[config.mk]
export PLATFORM = sky130hd
export DESIGN_NAME = mutative_fill_ctrl_flat
export DESIGN_NICKNAME = d
export VERILOG_FILES = /design/src/rtl/mutative_fill_ctrl_if.sv /design/src/rtl/mutative_fill_ctrl.sv /design/src/flat_wrapper.sv
export SDC_FILE = /design/constraint.sdc
export NUM_CORES = 1
export LEC_CHECK = 0
export CAP_MARGIN = 10
export CORE_AREA = 4 4 449 451
export DETAILED_ROUTE_END_ITERATION = 10
export DIE_AREA = 0 0 453 455
export HOLD_SLACK_MARGIN = 0.02
export PLACE_DENSITY_LB_ADDON = 0.2
export RECOVER_POWER = 50
export SLEW_MARGIN = 20
export SYNTH_ARGS = -nofsm -noshare
export SYNTH_HDL_FRONTEND = slang
export SYNTH_SLANG_ARGS = --single-unit
[constraint.sdc]
create_clock -name clk -period 1.5 [get_ports clk]
set_input_delay 0.3 -clock clk [delete_from_list [all_inputs] [get_ports clk]]
set_output_delay 0.3 -clock clk [all_outputs]
set_load 0.03 [all_outputs]
[src/rtl/mutative_fill_ctrl_if.sv]
// Bus bundle between the mutative cache miss-handling engine and its environment
// (replacement policy, tag/data arrays, memory port, pipeline miss request).
interface mutative_fill_ctrl_if #(
  parameter int WAYS         = 8,
  parameter int WAY_IDX_BITS = 3,
  parameter int SET_BITS     = 4,
  parameter int OFFSET_BITS  = 5,
  parameter int TAG_BITS     = 23,
  parameter int LINE_BITS    = 256
);
  localparam int ADDR_BITS = TAG_BITS + SET_BITS + OFFSET_BITS;

  logic                    miss_req;
  logic [ADDR_BITS-1:0]    miss_addr;
  logic [1:0]              setup;
  logic [WAY_IDX_BITS-1:0] evict_way;
  logic [WAYS-1:0]         evict_we;
  logic                    victim_valid;
  logic                    victim_dirty;
  logic [TAG_BITS-1:0]     victim_tag;
  logic [LINE_BITS-1:0]    victim_data;
  logic                    mem_read;
  logic                    mem_write;
  logic [ADDR_BITS-1:0]    mem_addr;
  logic [LINE_BITS-1:0]    mem_wdata;
  logic [LINE_BITS-1:0]    mem_rdata;
  logic                    mem_resp;
  logic [WAYS-1:0]         arr_we;
  logic [SET_BITS-1:0]     arr_set;
  logic [TAG_BITS-1:0]     arr_wtag;
  logic [LINE_BITS-1:0]    arr_wdata;
  logic                    upd_valid;
  logic [WAY_IDX_BITS-1:0] upd_way;
  logic                    miss_done;

  // master = the fill controller, slave = pipeline/policy/arrays/memory side
  modport master (
    input  miss_req, miss_addr, setup, evict_way, evict_we,
           victim_valid, victim_dirty, victim_tag, victim_data,
           mem_rdata, mem_resp,
    output mem_read, mem_write, mem_addr, mem_wdata,
           arr_we, arr_set, arr_wtag, arr_wdata,
           upd_valid, upd_way, miss_done
  );

  modport slave (
    output miss_req, miss_addr, setup, evict_way, evict_we,
           victim_valid, victim_dirty, victim_tag, victim_data,
           mem_rdata, mem_resp,
    input  mem_read, mem_write, mem_addr, mem_wdata,
           arr_we, arr_set, arr_wtag, arr_wdata,
           upd_valid, upd_way, miss_done
  );
endinterface

[src/rtl/mutative_fill_ctrl.sv]
// Miss-handling engine: captures the policy's victim, writes it back if dirty,
// fetches the missing line, installs it and reports the virtual way to the PLRU.
module mutative_fill_ctrl #(
  parameter int WAYS         = 8,
  parameter int WAY_IDX_BITS = 3,
  parameter int SET_BITS     = 4,
  parameter int OFFSET_BITS  = 5,
  parameter int TAG_BITS     = 23,
  parameter int LINE_BITS    = 256
) (
  input logic                clk,
  input logic                rst_n,
  mutative_fill_ctrl_if.master bus
);
  localparam int ADDR_BITS = TAG_BITS + SET_BITS + OFFSET_BITS;

  typedef enum logic [2:0] {
    IDLE, CAPTURE, WRITEBACK, FILL, INSTALL, DONE
  } state_t;

  state_t                  state, next_state;
  logic [TAG_BITS-1:0]     tag_q;
  logic [SET_BITS-1:0]     set_q;
  logic [1:0]              setup_q;
  logic [WAY_IDX_BITS-1:0] evict_way_q;
  logic [WAYS-1:0]         evict_we_q;
  logic [TAG_BITS-1:0]     victim_tag_q;
  logic [LINE_BITS-1:0]    victim_data_q;
  logic [LINE_BITS-1:0]    fill_data_q;
  logic [WAY_IDX_BITS-1:0] virt_way;
  logic                    unused_offset;

  // The byte offset never matters: every memory transaction is line-aligned.
  assign unused_offset = ^bus.miss_addr[OFFSET_BITS-1:0];

  always_ff @(posedge clk or negedge rst_n) begin
    if (!rst_n) state <= IDLE;
    else        state <= next_state;
  end

  // Everything about a miss is frozen at IDLE/CAPTURE so later input churn is harmless.
  always_ff @(posedge clk or negedge rst_n) begin
    if (!rst_n) begin
      tag_q         <= '0;
      set_q         <= '0;
      setup_q       <= '0;
      evict_way_q   <= '0;
      evict_we_q    <= '0;
      victim_tag_q  <= '0;
      victim_data_q <= '0;
      fill_data_q   <= '0;
    end else begin
      case (state)
        IDLE: begin
          if (bus.miss_req) begin
            tag_q   <= bus.miss_addr[ADDR_BITS-1 -: TAG_BITS];
            set_q   <= bus.miss_addr[OFFSET_BITS +: SET_BITS];
            setup_q <= bus.setup;
          end
        end
        CAPTURE: begin
          evict_way_q   <= bus.evict_way;
          evict_we_q    <= bus.evict_we;
          victim_tag_q  <= bus.victim_tag;
          victim_data_q <= bus.victim_data;
        end
        FILL: begin
          if (bus.mem_resp) fill_data_q <= bus.mem_rdata;
        end
        default: ;
      endcase
    end
  end

  // Physical victim way folded down to the way index space of the active associativity.
  always_comb begin
    virt_way = '0;
    case (setup_q)
      2'b01:   virt_way = evict_way_q & WAY_IDX_BITS'(1);
      2'b10:   virt_way = evict_way_q & WAY_IDX_BITS'(3);
      2'b11:   virt_way = evict_way_q;
      default: virt_way = '0;
    endcase
  end

  assign bus.upd_way = virt_way;

  always_comb begin
    next_state    = state;
    bus.mem_read  = 1'b0;
    bus.mem_write = 1'b0;
    bus.mem_addr  = '0;
    bus.mem_wdata = '0;
    bus.arr_we    = '0;
    bus.arr_set   = '0;
    bus.arr_wtag  = '0;
    bus.arr_wdata = '0;
    bus.upd_valid = 1'b0;
    bus.miss_done = 1'b0;
    case (state)
      IDLE: begin
        if (bus.miss_req) next_state = CAPTURE;
      end
      CAPTURE: begin
        bus.arr_set = set_q;
        next_state  = (bus.victim_valid && bus.victim_dirty) ? WRITEBACK : FILL;
      end
      WRITEBACK: begin
        bus.mem_write = 1'b1;
        bus.mem_addr  = {victim_tag_q, set_q, OFFSET_BITS'(0)};
        bus.mem_wdata = victim_data_q;
        if (bus.mem_resp) next_state = FILL;
      end
      FILL: begin
        bus.mem_read = 1'b1;
        bus.mem_addr = {tag_q, set_q, OFFSET_BITS'(0)};
        if (bus.mem_resp) next_state = INSTALL;
      end
      INSTALL: begin
        bus.arr_we    = evict_we_q;
        bus.arr_set   = set_q;
        bus.arr_wtag  = tag_q;
        bus.arr_wdata = fill_data_q;
        bus.upd_valid = (setup_q != 2'b00);
        next_state    = DONE;
      end
      DONE: begin
        bus.miss_done = 1'b1;
        next_state    = IDLE;
      end
      default: next_state = IDLE;
    endcase
  end
endmodule
[src/flat_wrapper.sv]
// flat-port wrapper written by rule: the top's interface ports become plain ports
module mutative_fill_ctrl_flat 
#(
  parameter int WAYS         = 8,
  parameter int WAY_IDX_BITS = 3,
  parameter int SET_BITS     = 4,
  parameter int OFFSET_BITS  = 5,
  parameter int TAG_BITS     = 23,
  parameter int LINE_BITS    = 256
)
  (clk, rst_n, bus_miss_req, bus_miss_addr, bus_setup, bus_evict_way, bus_evict_we, bus_victim_valid, bus_victim_dirty, bus_victim_tag, bus_victim_data, bus_mem_rdata, bus_mem_resp, bus_mem_read, bus_mem_write, bus_mem_addr, bus_mem_wdata, bus_arr_we, bus_arr_set, bus_arr_wtag, bus_arr_wdata, bus_upd_valid, bus_upd_way, bus_miss_done);
  mutative_fill_ctrl_if #(.WAYS(WAYS), .WAY_IDX_BITS(WAY_IDX_BITS), .SET_BITS(SET_BITS), .OFFSET_BITS(OFFSET_BITS), .TAG_BITS(TAG_BITS), .LINE_BITS(LINE_BITS)) bus_i ();
  input logic clk;
  input logic rst_n;
  input wire logic [$bits(bus_i.miss_req)-1:0] bus_miss_req;
  input wire logic [$bits(bus_i.miss_addr)-1:0] bus_miss_addr;
  input wire logic [$bits(bus_i.setup)-1:0] bus_setup;
  input wire logic [$bits(bus_i.evict_way)-1:0] bus_evict_way;
  input wire logic [$bits(bus_i.evict_we)-1:0] bus_evict_we;
  input wire logic [$bits(bus_i.victim_valid)-1:0] bus_victim_valid;
  input wire logic [$bits(bus_i.victim_dirty)-1:0] bus_victim_dirty;
  input wire logic [$bits(bus_i.victim_tag)-1:0] bus_victim_tag;
  input wire logic [$bits(bus_i.victim_data)-1:0] bus_victim_data;
  input wire logic [$bits(bus_i.mem_rdata)-1:0] bus_mem_rdata;
  input wire logic [$bits(bus_i.mem_resp)-1:0] bus_mem_resp;
  output wire logic [$bits(bus_i.mem_read)-1:0] bus_mem_read;
  output wire logic [$bits(bus_i.mem_write)-1:0] bus_mem_write;
  output wire logic [$bits(bus_i.mem_addr)-1:0] bus_mem_addr;
  output wire logic [$bits(bus_i.mem_wdata)-1:0] bus_mem_wdata;
  output wire logic [$bits(bus_i.arr_we)-1:0] bus_arr_we;
  output wire logic [$bits(bus_i.arr_set)-1:0] bus_arr_set;
  output wire logic [$bits(bus_i.arr_wtag)-1:0] bus_arr_wtag;
  output wire logic [$bits(bus_i.arr_wdata)-1:0] bus_arr_wdata;
  output wire logic [$bits(bus_i.upd_valid)-1:0] bus_upd_valid;
  output wire logic [$bits(bus_i.upd_way)-1:0] bus_upd_way;
  output wire logic [$bits(bus_i.miss_done)-1:0] bus_miss_done;
  assign bus_i.miss_req = bus_miss_req;
  assign bus_i.miss_addr = bus_miss_addr;
  assign bus_i.setup = bus_setup;
  assign bus_i.evict_way = bus_evict_way;
  assign bus_i.evict_we = bus_evict_we;
  assign bus_i.victim_valid = bus_victim_valid;
  assign bus_i.victim_dirty = bus_victim_dirty;
  assign bus_i.victim_tag = bus_victim_tag;
  assign bus_i.victim_data = bus_victim_data;
  assign bus_i.mem_rdata = bus_mem_rdata;
  assign bus_i.mem_resp = bus_mem_resp;
  assign bus_mem_read = bus_i.mem_read;
  assign bus_mem_write = bus_i.mem_write;
  assign bus_mem_addr = bus_i.mem_addr;
  assign bus_mem_wdata = bus_i.mem_wdata;
  assign bus_arr_we = bus_i.arr_we;
  assign bus_arr_set = bus_i.arr_set;
  assign bus_arr_wtag = bus_i.arr_wtag;
  assign bus_arr_wdata = bus_i.arr_wdata;
  assign bus_upd_valid = bus_i.upd_valid;
  assign bus_upd_way = bus_i.upd_way;
  assign bus_miss_done = bus_i.miss_done;
  mutative_fill_ctrl #(.WAYS(WAYS), .WAY_IDX_BITS(WAY_IDX_BITS), .SET_BITS(SET_BITS), .OFFSET_BITS(OFFSET_BITS), .TAG_BITS(TAG_BITS), .LINE_BITS(LINE_BITS)) u_core (.clk(clk), .rst_n(rst_n), .bus(bus_i));
endmodule
After elaboration in Yosys (flattened, before gate mapping)
Index checks and enable logic that the tools add are counted.
W data, S select, Z words.
{"block": "totals", "regBits": 578, "in_bits": 586, "out_inout_bits": 586, "wordCells": 43}
{"block": "classes", "n_eq_ne": 11, "muxes": 16, "n_reduce_logical": 7}
{"cell": "$mux W256", "count": 2}
{"cell": "$pmux W32 S2", "count": 1}
{"cell": "$mux W23", "count": 1}
{"cell": "$pmux W3 S5", "count": 1}
{"cell": "$mux W3", "count": 3}
{"cell": "$pmux W3 S3", "count": 1}
{"cell": "$mux W8", "count": 1}
{"cell": "$eq A3 B2 Y1 const B", "count": 2}
{"cell": "$eq A3 B3 Y1 const B", "count": 2}
{"cell": "$ne A2 B2 Y1 const B", "count": 3}
{"cell": "$mux W1", "count": 5}
{"cell": "$eq A2 B2 Y1 const B", "count": 2}
{"cell": "$mux W4", "count": 1}
{"cell": "$reduce_and A2 Y1", "count": 2}
{"cell": "$eq A3 B1 Y1 const B", "count": 1}
{"cell": "$logic_not A3 Y1", "count": 1}
{"cell": "$reduce_and A3 Y1", "count": 1}
{"cell": "$eq A2 B1 Y1 const B", "count": 1}
{"cell": "$reduce_bool A2 Y1", "count": 1}
{"cell": "$reduce_or A2 Y1", "count": 1}
{"cell": "$logic_and A1 B1 Y1", "count": 1}

Longest topological paths before layout
Gate-level depths: netlist of the first run.
{"block": "logic_depth", "ltp_word": 3, "ltp_mapped": 7, "ltp_nobuf": 3}

Least setup slack after synthesis of the first run
No wires, ideal clock.
{"block": "synth_path", "path_kind": "register -> output", "start": "register u_core.state[0]", "end": "output bus_miss_done", "t_arrival_ns": 1.696, "required_time_ns": 1.200, "setup_slack_ns": -0.496, "path_stages_with_launch": 5, "n_path_buf": 3, "cell_sequence": "dfrtp_1 > buf_4 > buf_2 > buf_2 > nor3b_1"}
{"block": "synth_between", "elab_chain_cells": 2}
{"element": "start, declared", "line_no": "mutative_fill_ctrl.sv:21", "text": "state_t state, next_state;"}
{"element": "start signal, assigned", "line_no": "mutative_fill_ctrl.sv:38", "text": "else state <= next_state;"}
{"element": "$eq A3 B3 Y1", "line_no": "mutative_fill_ctrl.sv:100", "text": "case (state)"}
{"element": "$mux W1", "line_no": "mutative_fill_ctrl.sv:100"}
{"element": "end, declared", "line_no": "flat_wrapper.sv:36", "text": "output wire logic [$bits(bus_i.miss_done)-1:0] bus_miss_done;"}
No other way between the ends.

Worst setup path in the final report of the first run
{"block": "layout_path", "start": "register u_core.state[1]", "end": "output bus_arr_wdata[69]"}
{"block": "layout_between", "elab_chain_cells": 2}
{"element": "$eq A3 B3 Y1", "line_no": "mutative_fill_ctrl.sv:100"}
{"element": "$mux W256", "line_no": "mutative_fill_ctrl.sv:100"}
{"element": "end, declared", "line_no": "flat_wrapper.sv:33", "text": "output wire logic [$bits(bus_i.arr_wdata)-1:0] bus_arr_wdata;"}
No other way between the ends.

==> flow_metrics.py, run 1 <==
metrics = {
    "status": {
        "status": "finished, violations left",
        "violations": "setup timing",
    },
    "cells_and_area": {
        "fillerInstances": 20970,
        "drive_above_1_share": 0.5203,
        "final_cell_mix": "579 x clkdlybuf4s50_1, 576 x dfrtp_1, 467 x buf_4, 343 x mux2_2, 232 x mux2_1",
        "layout.cells.non_filler": 5903,
        "layout_commonest_cell": "clkdlybuf4s50_1",
        "syn_to_final_growth_pct": 79.15,
        "stdcell_area_mm2": 0.04628,
        "fin_nets": 3766,
    },
    "power_and_ir_drop": {
        "peakVddDrop_mv": 1.219,
        "p_leak_nw": 19.79,
        "powerDensity_mw_per_mm2": 2122,
    },
    "job": {
        "drv_cap": 0,
    },
    "place": {
        "placement.cell_area_mm2": 0.04279,
        "dp_slack_ps": -647.0,
        "dp_cells": 5711,
        "place_hpwl_mm": 98.81,
        "io_buffers": 1161,
        "gp_congestion": 0.7932,
    },
    "setup_path": {
        "timing.reg2reg.worst_path_depth": 7,
        "arrival_ps": 2360,
        "cp_max_fo": 24,
        "start_kind": "flop",
        "crit_path_end": "bus_arr_wdata[69]",
        "path_common_cell": "buf_12",
        "critPathTopFamily": "buffers and inverters",
        "critPathBufInv": 5,
        "crit_required_ps": 1200,
        "reg2reg_to": "u_core.victim_data_q[177]",
        "worst-path-stages": 7,
        "crit_chain": "buf_12, buf_12, nor2_4, buf_12, buf_12, and3_4, buf_4",
        "r2r_start": "u_core.state[2]",
        "max_stage_delay_ps": 430,
        "rrSetupSlack_ps": -770,
        "cp-end-kind": "output pin",
        "startpoint": "u_core.state[1]",
        "cp_slowest_cell": "dfrtp_1",
        "crit_type": "reg2out",
    },
    "drt": {
        "top_layer": "met5",
        "met2WireLength_mm": 66.16,
        "drtIter0Drc": 726,
        "firstDrtPassIters": 4,
        "wl_per_cell_um": 21.57,
        "wl_met3_mm": 10.43,
        "dr_total_vias": 20210,
        "ant_nets": 0,
        "wl_met1_mm": 47.00,
        "wirelength_mm": 127.4,
        "drc": 0,
        "via_per_inst": 3.423,
    },
    "clock_network": {
        "cts.clk_slew.worst_paths_ps": 60,
        "cts_tree": "yes",
        "cts_max_level": 3,
        "insertion_delay_ps": 710,
        "cts_max_path_buffers": 3,
        "cts_buffers": 82,
        "root_buffer": "clkbuf_16",
        "cts_sinks": 578,
    },
    "min_path": {
        "hp-class": "in2reg",
    },
    "synth": {
        "ys_seq_elements": 578,
        "syn_inst": 1945,
        "synth_warnings": 0,
        "ys_seq_area_frac": 0.5599,
        "synth_area_mm2": 0.02583,
        "synth.avg_cell_area_um2": 13.28,
        "synth.distinct_cells": 28,
    },
    "global_route": {
        "grt_use_total": 0.1173,
        "antenna_found_initial": 32,
        "first_global_vias": 21970,
        "overflow": 0,
        "grt_pass1_wl_mm": 173.6,
        "grt_max_degree": 94,
    },
    "sta": {
        "min_period_ps": 2660,
        "slew_viol_final": 0,
        "skew_ps": 40.75,
        "holdWs_ps": 194.4,
        "worstMarginPinSlew_ps": 955.1,
        "slew_headroom": 0.3633,
        "setup_ws_ps": -1160,
        "hold_viol_final": 0,
        "fin_crit_sh": 1.773,
        "fmax_mhz": 376.0,
        "rsz0062_at_grt": "yes",
        "setup_viol": 1680,
    },
    "die": {
        "core_area_mm2": 0.1972,
        "rows": 163,
        "die_h_um": 455,
        "die_area_mm2": 0.2061,
        "io_pins": 1172,
        "initial_core_util": 0.1310,
        "die_w_um": 453,
    },
}
[synthesized netlist by cell type]
cell,number,area share
o21ai_0,1,0.00019
mux2i_1,23,0.0089
nor2b_4,1,0.00053
clkbuf_1,84,0.012
nor3b_1,1,0.00029
clkbuf_2,3,0.00058
buf_4,21,0.0061
dfrtp_1,578,0.56
nand2b_1,2,0.00048
conb_1,1,0.00015
mux2_2,343,0.15
nor3_1,2,0.00039
nand3_2,1,0.00039
o2111ai_1,1,0.00034
nand2_1,2,0.00029
buf_2,34,0.0066
and3_1,290,0.070
and2_1,266,0.064
nor2_1,25,0.0036
nor2_4,1,0.00044
o311ai_0,1,0.00034
mux2_1,232,0.10
xnor2_1,1,0.00034
inv_1,1,0.00015
buf_1,1,0.00015
nor3b_2,1,0.00048
o21a_1,2,0.00058
buf_6,26,0.011
[cell families (layout without fill, tap and decap cells)]
logic type      Yosys count  after routing  synth area share
mux                     598            598            0.2595
simple gates            592            592            0.1416
flops                   578            578            0.5599
buf+inv                 170           1469           0.03710
compound gates            5              5          0.001453
other cells               1             20         0.0001452
xor+xnor                  1              1         0.0003391
[power breakdown]
part           leakage [nW]  internal, mW  switching [mW]
Clock                  1.32          11.6            8.22
Sequential             6.83          23.8            5.27
Combinational          11.6          24.3            25.1
Total                  19.8          59.7            38.6
[final cells by class]
| type | instances | area, µm² | share of cell area |
|---|---|---|---|
| clock buffer | 121 | 2369 | 0.05117 |
| timing repair buffer | 1316 | 13780 | 0.2978 |
| inverter | 1 | 6.256 | 0.0001352 |
| sequential | 578 | 14470 | 0.3126 |
| tap | 2640 | 3303 | 0.07137 |
| multi-input combinational | 1201 | 11980 | 0.2589 |
| antenna | 15 | 37.54 | 0.0008110 |
| clock inverter | 31 | 334.1 | 0.007218 |
[metal layers]
metal	up-vias	global-route usage
met1	10080	0.1257
met3	158	0.04613
met5	-	0
met4	20	0.03785
met2	693	0.2108
li1	9256	-
[sequential cells by signal, indices dropped and copies added, names as in the netlist]
register              flops
u_core.evict_we_q         8
u_core.victim_tag_q      23
u_core.victim_data_q    256
u_core.tag_q             23
u_core.state              3
u_core.setup_q            2
u_core.set_q              4
u_core.fill_data_q      256
u_core.evict_way_q        3
[worst register-to-register path, delay by kind of cell, from the launching register on]
family | cells | cell delay, ps
buf+inv | 5 | 920
flops | 1 | 500
mux | 1 | 380
simple gates | 1 | 360
[metrics by stage]
step	setup TNS, ps	util	total power, mW
2_1_floorplan	-99370	-	56.64
3_3_place_gp	-540310	0.2170	77.89
3_5_place_dp	-542360	0.2170	78.19
4_1_cts	-958010	0.2325	99.66
5_1_grt	-1118770	0.2346	104.1
6_report	-909770	0.2347	98.23
[timing repair]
action	4_1_cts	5_1_grt
hold buffers	2	0
pin swaps	13	6
setup buffers	5	13
gates cloned	1	6
resized for setup	76	58
setup endpoints to repair	1154	1157
hold endpoints to repair	578	0
[how the worst min path moves through the flow]
stage | to | slack (ps) | cells after the start | start
finish | u_core.fill_data_q[53] | 190 | 2 | bus_mem_rdata[53]
floorplan | u_core.evict_way_q[0] | 4 | 0 | rst_n
detailed placement | u_core.fill_data_q[180] | 150 | 1 | rst_n
global route | u_core.fill_data_q[53] | 110 | 2 | bus_mem_rdata[53]
CTS | u_core.victim_data_q[250] | 80 | 2 | bus_victim_data[250]
global placement | u_core.fill_data_q[180] | 150 | 1 | rst_n
No activity file was read; power rests on OpenSTA's default activity.
==> run 2, diff against run 1 <==
--- a/config.mk
+++ b/config.mk
@@ -10,6 +10,7 @@
 export DETAILED_ROUTE_END_ITERATION = 10
 export DIE_AREA = 0 0 453 455
 export HOLD_SLACK_MARGIN = 0.02
+export MAX_ROUTING_LAYER = met4
 export PLACE_DENSITY_LB_ADDON = 0.2
 export RECOVER_POWER = 50
 export SLEW_MARGIN = 20
==> run 2 against run 1 <==
Net effect: the flow still finishes with violations (setup timing); clock skew grew 1.8 ps; via count up 0.99%; final cell count grew 0.42%; flip-flop and latch count unchanged; critical path depth unchanged; hold slack about the same; die area did not move; first-iteration DRC count rose by 0.96%; power up 1.4%; setup slack improved by 17 ps; utilization rose by 0.24 points.
==> flow_metrics.py, run 2 (synthesized netlist as in run 1, its figures left out) <==
metrics = {
    "power_and_ir_drop": {
        "p_leak_nw": 19.95,
        "powerDensity_mw_per_mm2": 2129,
        "peakVddDrop_mv": 1.168,
    },
    "sta": {
        "fin_crit_sh": 1.762,
        "slew_headroom": 0.3611,
        "setup_viol": 1699,
        "slew_viol_final": 0,
        "skew_ps": 42.56,
        "setup_ws_ps": -1143,
        "rsz0062_at_grt": "yes",
        "worstMarginPinSlew_ps": 958.3,
        "hold_viol_final": 0,
        "fmax_mhz": 378.4,
        "min_period_ps": 2643,
    },
    "cells_and_area": {
        "drive_above_1_share": 0.5220,
        "final_util": 0.2371,
        "fin_nets": 3775,
        "layout.cells.non_filler": 5928,
        "syn_to_final_growth_pct": 81.00,
        "layout_commonest_cell": "clkdlybuf4s50_1",
        "stdcell_area_mm2": 0.04676,
        "reg_top3": "u_core.fill_data_q x256, u_core.victim_data_q x256",
        "final_cell_mix": "579 x clkdlybuf4s50_1, 576 x dfrtp_1, 424 x buf_4, 343 x mux2_2, 232 x mux2_1",
    },
    "drt": {
        "drtIter0Drc": 733,
        "drc": 0,
        "via_per_inst": 3.442,
        "firstDrtPassIters": 4,
        "wl_per_cell_um": 21.81,
        "wirelength_mm": 129.3,
        "ant_nets": 0,
        "dr_total_vias": 20410,
    },
    "die": {
        "core_area_mm2": 0.1972,
        "rows": 163,
        "initial_core_util": 0.1310,
        "die_w_um": 453,
        "io_pins": 1172,
        "die_area_mm2": 0.2061,
        "die_h_um": 455,
    },
    "clock_network": {
        "cts_tree": "yes",
        "insertion_delay_ps": 710,
        "cts_max_level": 3,
        "cts_buffers": 82,
        "cts_max_path_buffers": 3,
        "cts_sinks": 578,
        "root_buffer": "clkbuf_16",
        "cts.clk_slew.worst_paths_ps": 70,
    },
    "global_route": {
        "overflow": 0,
        "grt_pass1_wl_mm": 173.3,
        "grt_max_degree": 94,
        "first_global_vias": 22020,
        "grt_use_total": 0.1209,
        "antenna_found_initial": 38,
    },
    "place": {
        "gp_congestion": 0.8041,
        "dp_cells": 5711,
        "dp_slack_ps": -647.0,
        "place_hpwl_mm": 98.81,
        "placement.cell_area_mm2": 0.04279,
        "io_buffers": 1161,
    },
    "status": {
        "violations": "setup timing",
        "status": "finished, violations left",
    },
    "setup_path": {
        "reg2reg_to": "u_core.victim_data_q[177]",
        "timing.reg2reg.worst_path_depth": 7,
        "rrSetupSlack_ps": -760,
        "cp_max_fo": 17,
        "start_kind": "flop",
        "r2r_start": "u_core.state[2]",
        "startpoint": "u_core.state[1]",
        "crit_required_ps": 1200,
        "arrival_ps": 2340,
        "cp-end-kind": "output pin",
        "crit_type": "reg2out",
    },
    "job": {
        "drv_cap": 0,
    },
    "min_path": {
        "whs_path_depth": 2,
        "hp-class": "in2reg",
        "hp-start": "bus_victim_data[250]",
        "min_to": "u_core.victim_data_q[250]",
    },
}
-- run 2: power by group --
part / leakage (nW) / internal (mW) / switching [mW]
clock: 1.32 / 11.6 / 8.22
sequential: 6.83 / 23.8 / 5.28
combinational: 11.8 / 25.2 / 25.6
-- run 2: how the worst max path moves through the flow --
stage,depth (start not counted),to
after floorplan,7,bus_mem_wdata[100]
after global placement,5,u_core.victim_data_q[169]
after detailed placement,6,u_core.fill_data_q[28]
after CTS,7,bus_arr_wdata[33]
after global routing,7,bus_mem_wdata[73]
final,7,bus_arr_wdata[33]
-- run 2: per-stage QoR --
stage | hold WS [ps] | power [mW] | setup TNS, ps
3_5_place_dp | 151.4 | 78.19 | -542360
6_report | 194.5 | 99.57 | -920390
3_3_place_gp | 152.1 | 77.89 | -540310
5_1_grt | 108.2 | 105.5 | -1114440
2_1_floorplan | 4.409 | 56.64 | -99370
4_1_cts | 78.50 | 99.66 | -958010
-- run 2: worst max-delay path: stages (launching register included) --
cell and delay, ps:
dfrtp_1 430, buf_12 150, buf_12 110, nor2_4 140, buf_12 190, buf_16 180
and3_1 210, buf_4 180
-- run 2: final cells by class --
class | instances | area, µm²
diodes | 31 | 77.57
repair buffers | 1325 | 14210
fillers | 20950 | 150500
multi-input cells | 1201 | 11990
inverters | 1 | 6.256
flip-flops and latches | 578 | 14470
well taps | 2640 | 3303
clock inverters | 31 | 334.1
clock buffers | 121 | 2369
-- run 2: layer usage --
layer  track usage  wire length (µm)
met5             -                 0
met4       0.03769              3874
met3       0.04335              9813
met2        0.2110             67230
met1        0.1275             48390
-- run 2: timing repair --
action	in CTS	in global routing
hold buffers	2	0
buffers inserted	5	15
pin swaps	13	22
cloned	1	13
hold endpoints to repair	578	0
setup endpoints to repair	1154	1157
resized for setup	76	123
==> run 3, diff against run 2 <==
--- a/config.mk
+++ b/config.mk
@@ -5,7 +5,7 @@
 export SDC_FILE = /design/constraint.sdc
 export NUM_CORES = 1
 export LEC_CHECK = 0
-export CAP_MARGIN = 10
+export CAP_MARGIN = 40
 export CORE_AREA = 4 4 449 451
 export DETAILED_ROUTE_END_ITERATION = 10
 export DIE_AREA = 0 0 453 455
==> results of run 3 <==
Same layout as run 2: the final DEF is identical, and so are final timing and power.
